## src/rtl/router_arb_pkg.sv

```systemverilog
// ----------------------------------------------------------------------------
// router_arb_pkg
//   Packet header field layout, injection FSM state type and the
//   self-address test used by term_inject_arb.
//   Field offsets count down from the packet MSB, so the header decode does
//   not depend on the packet width.
// ----------------------------------------------------------------------------
package router_arb_pkg;

   // Header field widths
   localparam int NXT_JMP_W = 8;
   localparam int ROW_W     = 4;
   localparam int COL_W     = 4;
   localparam int MODE_W    = 1;

   // Header field offsets, measured down from the packet MSB
   localparam int NXT_JMP_OFS = 0;
   localparam int ROW_OFS     = NXT_JMP_OFS + NXT_JMP_W;
   localparam int COL_OFS     = ROW_OFS + ROW_W;
   localparam int MODE_OFS    = COL_OFS + COL_W;

   // Header span: the top HDR_W bits of any packet
   localparam int HDR_W = MODE_OFS + MODE_W;

   typedef enum logic {
      IDLE = 1'b0,
      SEND = 1'b1
   } arb_state_t;

   // pkt is the packet header (its top HDR_W bits).
   function automatic logic is_self(input logic [HDR_W-1:0] pkt,
                                    input logic [ROW_W-1:0] row,
                                    input logic [COL_W-1:0] col);
      return (pkt[HDR_W-1-ROW_OFS -: ROW_W] == row) &&
             (pkt[HDR_W-1-COL_OFS -: COL_W] == col);
   endfunction

endpackage

```

## src/rtl/rr_arbiter.sv

```systemverilog
// ----------------------------------------------------------------------------
// rr_arbiter
//   Combinational round-robin priority rotator. The search starts at the
//   requester just above ptr and wraps, so ptr is the most recent winner.
// Ports:
//   req     in  N   request vector
//   ptr     in  IW  last granted index
//   en      in  1   grant enable; when low no grant is issued
//   gnt     out N   one-hot grant
//   gnt_idx out IW  index of the winner (0 when no request)
//   any     out 1   a grant is issued this cycle
// ----------------------------------------------------------------------------
module rr_arbiter #(
   parameter  int N  = 4,
   localparam int IW = (N > 1) ? $clog2(N) : 1
) (
   input  logic [N-1:0]  req,
   input  logic [IW-1:0] ptr,
   input  logic          en,
   output logic [N-1:0]  gnt,
   output logic [IW-1:0] gnt_idx,
   output logic          any
);

   logic          found;
   logic [IW-1:0] idx;

   always_comb begin
      found   = 1'b0;
      gnt_idx = '0;
      idx     = '0;
      for (int i = 1; i <= N; i++) begin
         idx = IW'((int'(ptr) + i) % N);
         if (!found && req[idx]) begin
            found   = 1'b1;
            gnt_idx = idx;
         end
      end
   end

   assign any = en & found;

   genvar gi;
   generate
      for (gi = 0; gi < N; gi++) begin : g_gnt
         assign gnt[gi] = any && (gnt_idx == IW'(gi));
      end
   endgenerate

endmodule

```

## src/rtl/term_inject_arb.sv

```systemverilog
// ----------------------------------------------------------------------------
// term_inject_arb
//   Shares one mesh terminal input among NUM_REQ local packet sources with
//   round-robin arbitration. A granted packet is held on the router port
//   until popin. Self-addressed packets are accepted and discarded. A
//   watchdog flags packets stuck in SEND, and sent/dropped packets are
//   counted with saturating counters.
// Ports:
//   clk            in   clock
//   reset          in   asynchronous active-low reset
//   req_vld        in   per-requester packet valid
//   req_data       in   per-requester packet
//   req_rdy        out  per-requester accept (combinational, one-hot, IDLE only)
//   data_out_i_in  out  packet to router terminal
//   pndng_i_in     out  packet pending to router
//   popin          in   router consumed the packet
//   grant_id       out  source of the packet currently held
//   busy           out  high while in SEND
//   timeout_err    out  sticky watchdog flag
//   clear_err      in   synchronous clear of timeout_err
//   sent_cnt       out  packets popped by router (saturating)
//   drop_cnt       out  self-addressed packets dropped (saturating)
// ----------------------------------------------------------------------------
module term_inject_arb
   import router_arb_pkg::*;
#(
   parameter int pckg_sz     = 32,
   parameter int NUM_REQ     = 4,
   parameter int ROW_ID      = 0,
   parameter int COL_ID      = 1,
   parameter int TIMEOUT_CYC = 64,
   parameter int CNT_W       = 16
) (
   input  logic                             clk,
   input  logic                             reset,
   input  logic [NUM_REQ-1:0]               req_vld,
   input  logic [NUM_REQ-1:0][pckg_sz-1:0]  req_data,
   output logic [NUM_REQ-1:0]               req_rdy,
   output logic [pckg_sz-1:0]               data_out_i_in,
   output logic                             pndng_i_in,
   input  logic                             popin,
   output logic [$clog2(NUM_REQ)-1:0]       grant_id,
   output logic                             busy,
   output logic                             timeout_err,
   input  logic                             clear_err,
   output logic [CNT_W-1:0]                 sent_cnt,
   output logic [CNT_W-1:0]                 drop_cnt
);

   localparam int GW   = $clog2(NUM_REQ);
   localparam int WD_W = (TIMEOUT_CYC > 0) ? $clog2(TIMEOUT_CYC + 1) : 1;
   // Watchdog value on the cycle before it reaches the timeout
   localparam logic [WD_W-1:0] WD_LAST = (TIMEOUT_CYC > 0) ? WD_W'(TIMEOUT_CYC - 1) : '0;
   localparam logic [ROW_W-1:0] MY_ROW = ROW_W'(ROW_ID);
   localparam logic [COL_W-1:0] MY_COL = COL_W'(COL_ID);

   arb_state_t          state_reg, state_next;
   logic [GW-1:0]       rr_ptr_reg;
   logic [GW-1:0]       grant_id_reg;
   logic [pckg_sz-1:0]  data_reg;
   logic                pndng_reg;
   logic [WD_W-1:0]     wd_reg;
   logic                err_reg;
   logic [CNT_W-1:0]    sent_reg;
   logic [CNT_W-1:0]    drop_reg;

   logic [NUM_REQ-1:0]  arb_gnt;
   logic [GW-1:0]       win_idx;
   logic                win_any;
   logic [pckg_sz-1:0]  win_data;
   logic                win_self;
   logic                pop_evt;
   logic                wd_hit;

   rr_arbiter #(.N(NUM_REQ)) u_rr (
      .req     (req_vld),
      .ptr     (rr_ptr_reg),
      .en      (state_reg == IDLE),
      .gnt     (arb_gnt),
      .gnt_idx (win_idx),
      .any     (win_any)
   );

   assign win_data = req_data[win_idx];
   assign win_self = is_self(win_data[pckg_sz-1 -: HDR_W], MY_ROW, MY_COL);
   assign pop_evt  = (state_reg == SEND) && popin;
   // Fires only on the edge the watchdog reaches the limit; once saturated
   // it stays quiet, so a later clear_err is honoured.
   assign wd_hit   = (TIMEOUT_CYC != 0) && (state_reg == SEND) && !popin &&
                     (wd_reg == WD_LAST);

   always_comb begin
      state_next = state_reg;
      case (state_reg)
         IDLE: if (win_any && !win_self) state_next = SEND;
         SEND: if (popin)                state_next = IDLE;
         default:                        state_next = IDLE;
      endcase
   end

   always_ff @(posedge clk or negedge reset) begin
      if (!reset) begin
         state_reg    <= IDLE;
         rr_ptr_reg   <= GW'(NUM_REQ - 1);
         grant_id_reg <= '0;
         data_reg     <= '0;
         pndng_reg    <= 1'b0;
         wd_reg       <= '0;
         err_reg      <= 1'b0;
         sent_reg     <= '0;
         drop_reg     <= '0;
      end else begin
         state_reg <= state_next;

         if (win_any) begin
            rr_ptr_reg   <= win_idx;
            grant_id_reg <= win_idx;
            if (win_self) begin
               if (drop_reg != '1) drop_reg <= drop_reg + CNT_W'(1);
            end else begin
               data_reg  <= win_data;
               pndng_reg <= 1'b1;
            end
         end

         if (pop_evt) begin
            pndng_reg <= 1'b0;
            wd_reg    <= '0;
            if (sent_reg != '1) sent_reg <= sent_reg + CNT_W'(1);
         end else if ((TIMEOUT_CYC != 0) && (state_reg == SEND) &&
                      (wd_reg != WD_LAST + WD_W'(1))) begin
            wd_reg <= wd_reg + WD_W'(1);
         end

         if (wd_hit)         err_reg <= 1'b1;
         else if (clear_err) err_reg <= 1'b0;
      end
   end

   assign req_rdy       = arb_gnt;
   assign data_out_i_in = data_reg;
   assign pndng_i_in    = pndng_reg;
   assign grant_id      = grant_id_reg;
   assign busy          = (state_reg == SEND);
   assign timeout_err   = err_reg;
   assign sent_cnt      = sent_reg;
   assign drop_cnt      = drop_reg;

endmodule

```

## config.mk

```make
export PLATFORM = sky130hd
export DESIGN_NAME = term_inject_arb
export DESIGN_NICKNAME = d
export VERILOG_FILES = /design/src/rtl/router_arb_pkg.sv /design/src/rtl/rr_arbiter.sv /design/src/rtl/term_inject_arb.sv
export SDC_FILE = /design/constraint.sdc
export NUM_CORES = 1
export LEC_CHECK = 0
export BUFFER_PORTS_ARGS = -buffer_cell sky130_fd_sc_hd__buf_2
export CAP_MARGIN = 30
export CORE_ASPECT_RATIO = 0.8
export CORE_MARGIN = 2
export CORE_UTILIZATION = 51
export CTS_CLUSTER_SIZE = 10
export DETAILED_ROUTE_END_ITERATION = 12
export HOLD_SLACK_MARGIN = 0.15
export PLACE_DENSITY = 0.87
export RECOVER_POWER = 25
export SLEW_MARGIN = 25
export SYNTH_ARGS = -nofsm -noshare
export SYNTH_HDL_FRONTEND = slang
export SYNTH_SLANG_ARGS = --single-unit
```

## constraint.sdc

```tcl
create_clock -name clk -period 5.45 [get_ports clk]
set_input_delay 1.09 -clock clk [delete_from_list [all_inputs] [get_ports clk]]
set_output_delay 1.09 -clock clk [all_outputs]
set_load 0.02 [all_outputs]
```

==> qor.csv, run 1 <==
metric,value,unit
status,completed,
ys async rst share,100.0,%
post-route setup slack,1.428,ns
layout cells sized above 1,32.71,%
crit path from,req_vld[1],
Crit-path slowest cell,a311oi_4,
Setup TNS,0,ns
number of flops mapped to enable cells by yosys,0,
clock skew,0.01648,ns
CP Launch Type,input port,
largest net degree at the start of global routing,79,
# Post-CTS Setup Buffers,0,
vias per cell,5.441,
TritonCTS Buffers,9,
"count leader, synth",nand2_1,
post-placement worst setup slack,1.152,ns
DR DRC count,0,
Max transition margin,40.33,%
"Reg clk slew, reported paths",0.08,ns
P_leak,3.039,nW
die width,107.8,um
hold crit path type,reg -> reg,
CTS Buffer Depth,2,
worst vdd ir,221.3,uV
area of the mapped netlist,0.004399,mm^2
CP cell instances,buf_2 > nor2_1 > o32ai_1 > a311oi_4 > nand2_1 > nor2_1 > buf_2,
# port buffers,208,
"Setup violations, final",0,
FF-to-FF Start,rr_ptr_reg[1],
CP Capture Type,output port,
Synth top area share,43.23,%
fin nets,881,
top_reg_cell synth,dfrtp_1,
Layout Cell Area excl Fill,0.005688,mm^2
HPWL Detailed,9916,um
clock latency on the worst-skew pair,0.35,ns
Post-DP Area,0.005504,mm^2
top post-synthesis cells by count,"202 x nand2_1, 76 x dfrtp_1, 59 x o21ai_0",
Resize count post-CTS,0,
Layout area overhead,29.29,%
"antenna viol nets, final",0,
antenna violations before repair,0,
Crit Path Class,in -> out,
Initial Utilization,52.09,%
Syn Nets,689,
chip height,87.07,um
number of global-route vias before repair,4509,
syn_area_per_cell,8.013,um^2
worst hold slack,0.4728,ns
# Max-Cap Violations,0,
CTS tree,done,
drt initial violations,298,
clock sink total,78,
"slowest stage delay, CP",0.75,ns
critical path data arrival time,2.93,ns
Final Hold Fails,0,
row count,30,
first-pass GRT wire length,21200,um
Final Total Pwr,0.002601,W
required time of the critical path,4.36,ns
core area,0.008446,mm^2
RSZ-0062 raised after global routing,no,
period utilisation layout,73.80,%
Synth cell types,45,
IO Count,209,
final WL,13090,um
drt wl/cell,15.26,um
H-tree depth,3,
Tmin final,4.022,ns
register area share after synthesis,44.43,%
f_max,0.2486,GHz
Power Density,457.2,mW/mm^2
max FFs per register,32,
crit-path max FO,21,
DRT Pass-1 Iters,5,
flop and latch count out of synthesis,78,
ranking of synthesized cells by area,"dfrtp_1 43%, nand2_1 17%, o21ai_0 6.7%",
n_diodes,0,
Post-Synthesis Cells,549,
Routability Congestion,1.004,
slew at the pin closest to its max-slew limit,0.8951,ns
hold_sp,data_out_i_in[15],
die area,0.009390,mm^2
# hold bufs at CTS,0,
final global-route overflow total,0,
fin. max-slew vios,0,
Ys Warns,0,
Tot GR Track Use,28.67,%
Root Driver,clkbuf_8,
dominant cell type by area after synthesis,dfrtp_1,
via count,4668,
## metal layers
layer	track usage [%]	vias up	wire (um)
met5	0	-	0
met4	9.557	0	273
met2	47.74	216	6296
met3	6.507	27	939
li1	-	2231	-
met1	37.28	2194	5583
## placed cells by master (no fill, tap or decap), drive strengths merged, types with 2 or more instances in the layout
master / n
a21oi: 11
inv: 12
a32o: 8
nor3: 4
nand2: 202
nand4: 10
nor4b: 5
a22oi: 2
or3: 3
o21ai: 61
nor4: 9
dfstp: 2
nand3b: 2
buf: 212
xnor2: 12
clkinvlp: 4
nand3: 32
mux2: 4
xor2: 22
clkbuf: 9
nor2: 16
a32oi: 2
and2: 2
dfrtp: 76
o21a: 3
and3: 7
ha: 4
## power by group
part / internal [W] / switching, W / leakage (nW)
registers: 0.000763 / 0.000134 / 0.992
logic: 0.000440 / 0.000862 / 1.97
clock network: 0.000170 / 0.000232 / 0.0789
total: 0.00137 / 0.00123 / 3.04
## final cells by class
class | count | area, um^2
fill | 706 | 2758
multi-input combinational | 431 | 2302
clock buffer | 9 | 123.9
timing repair buffer | 212 | 1077
sequential | 78 | 1954
inverter | 9 | 33.78
clock inverter | 7 | 56.30
tap | 112 | 140.1
## stage by stage
stage / utilization, % / std cells
6_report: 67.35 / 858
5_1_grt: 67.35 / 858
4_1_cts: 67.30 / 858
3_5_place_dp: 65.17 / 842
3_3_place_gp: 65.17 / 842
2_1_floorplan: - / 549
## worst paths after layout
| check | cells after the start | slack, ns | endpoint |
|---|---|---|---|
| max | 7 | 1.43 | req_rdy[3] |
| min | 2 | 0.47 | data_out_i_in[15] |
| max reg2reg | 10 | 1.79 | drop_cnt[1] |
| min reg2reg | 2 | 0.47 | data_out_i_in[15] |
| max in group asynchronous | 1 | 4.20 | data_out_i_in[23] |
| min in group asynchronous | 1 | 0.75 | data_out_i_in[5] |
## logic make-up (layout without fill, tap and decap cells)
kind of cell	Yosys count	in the layout	share of synthesized area (%)
flip-flops	78	78	44.43
AO/OA/AOI/OAI	93	93	12.71
multiplexers	4	4	1.109
adder cells (fa/ha/maj)	4	4	1.138
buffers and inverters	40	237	3.953
XOR/XNOR	34	34	6.769
AND/OR/NAND/NOR	296	296	29.89
## worst max-delay path, delay by kind of cell
kind	cells	cell delay, ns
AOI/OAI and AO/OA	2	0.91
buffers and inverters	2	0.32
and+or+nand+nor	3	0.61
No activity file was read; power rests on OpenSTA's default activity.
==> run 2: changes to the inputs <==
- ABC_AREA: unset -> 1
- CORE_UTILIZATION: 51 -> 44
- PLACE_DENSITY: 0.87 -> 0.77
- clock period: 5.45 -> 3.3 ns (I/O delays scaled with it)
==> run 2 against run 1 <==
The run now ends with capacitance limit, slew limit left. Sequential power increased by 68%. Global-route usage decreased by 2.8 points. Die area increased by 29%. Highest routed layer unchanged. Count of clock-buffer cells in the layout unchanged. Via count increased by 17%. Register-to-register slack got worse by 1.4 ns. Sequential share of layout area decreased by 4.0 points. Combinational power increased to 3.8 times the previous value. Critical path depth increased by 6. Utilization decreased by 8.4 points. Non-clock buffer count increased by 12.
==> qor.csv, run 2 <==
metric,value,unit,change
status,finished with violations,,was completed
failing checks,"capacitance limit, slew limit",,
hold depth,2,,unchanged
clock latency on the worst-skew pair,0.34,ns,was 0.35 ns
# port buffers,208,,unchanged
"Reg clk slew, reported paths",0.06,ns,was 0.08 ns
Final Hold Fails,0,,unchanged
crit path from,rr_ptr_reg[1],,was req_vld[1]
FF-to-FF Start,rr_ptr_reg[1],,unchanged
number of flops mapped to enable cells by yosys,0,,unchanged
hold_sp,data_out_i_in[31],,was data_out_i_in[15]
worst vdd ir,787.0,uV,was 221.3 uV
slew at the pin closest to its max-slew limit,2.553,ns,was 0.8951 ns
"commonest non-fill, non-tap cell in the layout",buf_2,,unchanged
top_reg_cell synth,dfrtp_1,,unchanged
fin. max-slew vios,45,,was 0
final WL,15260,um,was 13090 um
fin nets,1035,,was 881
flop and latch count out of synthesis,78,,unchanged
TritonCTS Buffers,9,,unchanged
number of global-route vias before repair,5184,,was 4509
post-placement worst setup slack,0.1743,ns,was 1.152 ns
CTS Buffer Depth,2,,unchanged
HPWL Detailed,11260,um,was 9916 um
vias per cell,5.231,,was 5.441
largest net degree at the start of global routing,49,,was 79
Layout Cells excl Fill,1047,,was 858
area of the mapped netlist,0.004965,mm^2,was 0.004399 mm^2
Tmin final,3.114,ns,
P_leak,3.479,nW,was 3.039 nW
final global-route overflow total,0,,unchanged
Root Driver,clkbuf_16,,was clkbuf_8
core area,0.01093,mm^2,was 0.008446 mm^2
capture point of the worst reg-to-reg path,data_out_i_in[6],,was drop_cnt[1]
DR DRC count,0,,unchanged
Crit-path slowest cell,dfstp_2,,was a311oi_4
ys async rst share,100.0,%,unchanged
Routability Congestion,0.8675,,was 1.004
Synth cell types,34,,was 45
Power Density,1151,mW/mm^2,was 457.2 mW/mm^2
most frequent cells in the layout,"207 x buf_2, 200 x nand2_1, 81 x nand3_1",,"was 207 x buf_2, 202 x nand2_1, 76 x dfrtp_1"
Initial Utilization,45.41,%,was 52.09%
CP Capture Type,output port,,unchanged
Crit path top cell by count,nand2_1,,
via count,5477,,was 4668
WHS Endpoint,data_out_i_in[31],,was data_out_i_in[15]
Ys Warns,0,,unchanged
"antenna viol nets, final",0,,unchanged
first-pass GRT wire length,24940,um,was 21200 um
area of the multi-input gates,0.002679,mm^2,was 0.002302 mm^2
# hold bufs at CTS,0,,unchanged
Placed Instances,1026,,was 842
CP Launch Type,flop,,was input port
register area,0.001954,mm^2,unchanged
RSZ-0062 raised after global routing,no,,unchanged
antenna violations before repair,2,,was 0
drt initial violations,372,,was 298
H-tree depth,3,,unchanged
Syn Nets,837,,was 689
ranking of synthesized cells by area,"dfrtp_1 38%, nand2_1 15%, nand3_1 8.2%",,"was dfrtp_1 43%, nand2_1 17%, o21ai_0 6.7%"
crit-path max FO,14,,was 21
hold crit path type,reg -> reg,,unchanged
IO Count,209,,unchanged
CTS tree,done,,unchanged
Tot GR Track Use,25.83,%,was 28.67%
Post-Synthesis Cells,697,,was 549
Crit Path Class,reg -> out,,was in -> out
die area,0.01215,mm^2,was 0.009390 mm^2
Max transition margin,-70.22,%,was 40.33%
Layout area overhead,29.84,%,was 29.29%
max FFs per register,32,,unchanged
chip height,99.01,um,was 87.07 um
"slowest stage delay, CP",0.63,ns,was 0.75 ns
top post-synthesis cells by count,"201 x nand2_1, 81 x nand3_1, 77 x nor2_1",,"was 202 x nand2_1, 76 x dfrtp_1, 59 x o21ai_0"
dominant cell type by area after synthesis,dfrtp_1,,unchanged
critical path data arrival time,2.45,ns,was 2.93 ns
filler instances,1057,,was 706
CP Buf/Inv Count,2,,unchanged
drt wl/cell,14.57,um,was 15.26 um
DRT Pass-1 Iters,4,,was 5
clock skew,0.004648,ns,was 0.01648 ns
r2r setup slk,0.37,ns,was 1.79 ns
clock sink total,78,,unchanged
R2R depth,19,,was 10
Synth top area share,38.31,%,was 43.23%
f_max,0.3212,GHz,
# Max-Cap Violations,1,,was 0
layout cells sized above 1,29.11,%,was 32.71%
syn_area_per_cell,7.123,um^2,was 8.013 um^2
"delay-heaviest family, CP",simple AND/OR/NAND/NOR gates,,was compound AO/OA/AOI/OAI gates
CP cell instances,inv_2 > nand2_1 > nand2_1 > nand2_2 > nand2_2 > nor2_2 > nand2_1 > nor2_2 > nand2_1 > nand2_4 > nand2_1 > nor2_1 > buf_2,,was buf_2 > nor2_1 > o32ai_1 > a311oi_4 > nand2_1 > nor2_1 > buf_2
die width,122.8,um,was 107.8 um
row count,34,,was 30
Setup TNS,0,ns,unchanged
post-route setup slack,0.1864,ns,was 1.428 ns
period utilisation layout,94.35,%,
"count leader, synth",nand2_1,,unchanged
required time of the critical path,2.64,ns,was 4.36 ns
register area share after synthesis,39.36,%,was 44.43%
"Setup violations, final",0,,unchanged
-- run 2: changes by cell type in the layout (fill, tap and decap cells not counted), moves of 8 or more --
cell | before | now
inv_1 | 9 | 34
nor2_1 | 16 | 77
o21ai_1 | 0 | 10
clkbuf_8 | 9 | 0
o22ai_1 | 1 | 24
nand4_1 | 10 | 22
a32o_1 | 8 | 0
clkbuf_16 | 0 | 9
buf_4 | 4 | 15
nand3_1 | 32 | 81
-- run 2: worst max path at each step --
stage | end | slack [ns] | cells after the start
after floorplan | req_rdy[0] | 0.31 | 15
after global placement | busy | 0.26 | 17
after detailed placement | data_out_i_in[23] | 0.17 | 18
after CTS | req_rdy[1] | 0.11 | 13
after global routing | req_rdy[2] | 0.009 | 13
final | req_rdy[2] | 0.19 | 13
-- run 2: final cells by class --
class,instances,area share [%]
Tap cell,144,2.795
Antenna cell,3,0.1165
Timing Repair Buffer,224,18.19
Sequential cell,78,30.32
Multi-Input combinational cell,544,41.56
Clock buffer,9,3.494
Clock inverter,7,1.262
Inverter,38,2.271
-- run 2: through the flow --
stage / util [%] / hold WS, ns / area (um^2) / total power [W]
floorplan: - / 0.3644 / 4965 / 0.005150
global placement: 55.57 / 0.4534 / 6076 / 0.006213
detailed placement: 55.76 / 0.4552 / 6096 / 0.006266
CTS: 58.75 / 0.3427 / 6424 / 0.007384
global route: 58.94 / 0.5065 / 6444 / 0.008170
finish: 58.96 / 0.4682 / 6446 / 0.007419
-- run 2: what timing repair did --
action	4_1_cts	5_1_grt
gates resized for setup	2	3
setup endpoints to repair	3	47
setup buffers	2	0
-- run 2: worst reg2reg max path: stages (launching register included) --
cell and delay (ns):
dfstp_2 0.63, inv_2 0.09, nand2_1 0.07, nand2_1 0.09, nand2_2 0.09, nand2_2 0.06
nor2_2 0.14, nand3_1 0.13, nand2_2 0.12, nand2_4 0.15, buf_4 0.19, nand2_1 0.05
nand3_1 0.06, nand2_1 0.14, nand2_1 0.12, nor2_4 0.18, nand2_4 0.09, buf_4 0.23
nand3_1 0.13, nand2_1 0.06
-- run 2: metal layers --
layer,GRT usage [%],vias up,part of all wire [%]
met1,33.91,2476,43
met5,0,-,0
met4,9.107,0,2.3
met2,41.86,261,46
li1,-,2714,-
met3,5.787,26,8.6
-- run 2: kinds of logic after synthesis --
logic type,share of synthesized area (%)
AOI/OAI and AO/OA,10.46
xor gates and xnor gates,5.116
adders and majority gates,1.008
buffers and inverters,7.107
DFF,39.36
muxes,0.2268
and+or+nand+nor,36.72
-- run 2: report_power, final --
group          switching, W  internal (W)  total (W)
registers          0.000226       0.00129    0.00151
clock network      0.000430      0.000597    0.00103
logic               0.00328       0.00160    0.00488
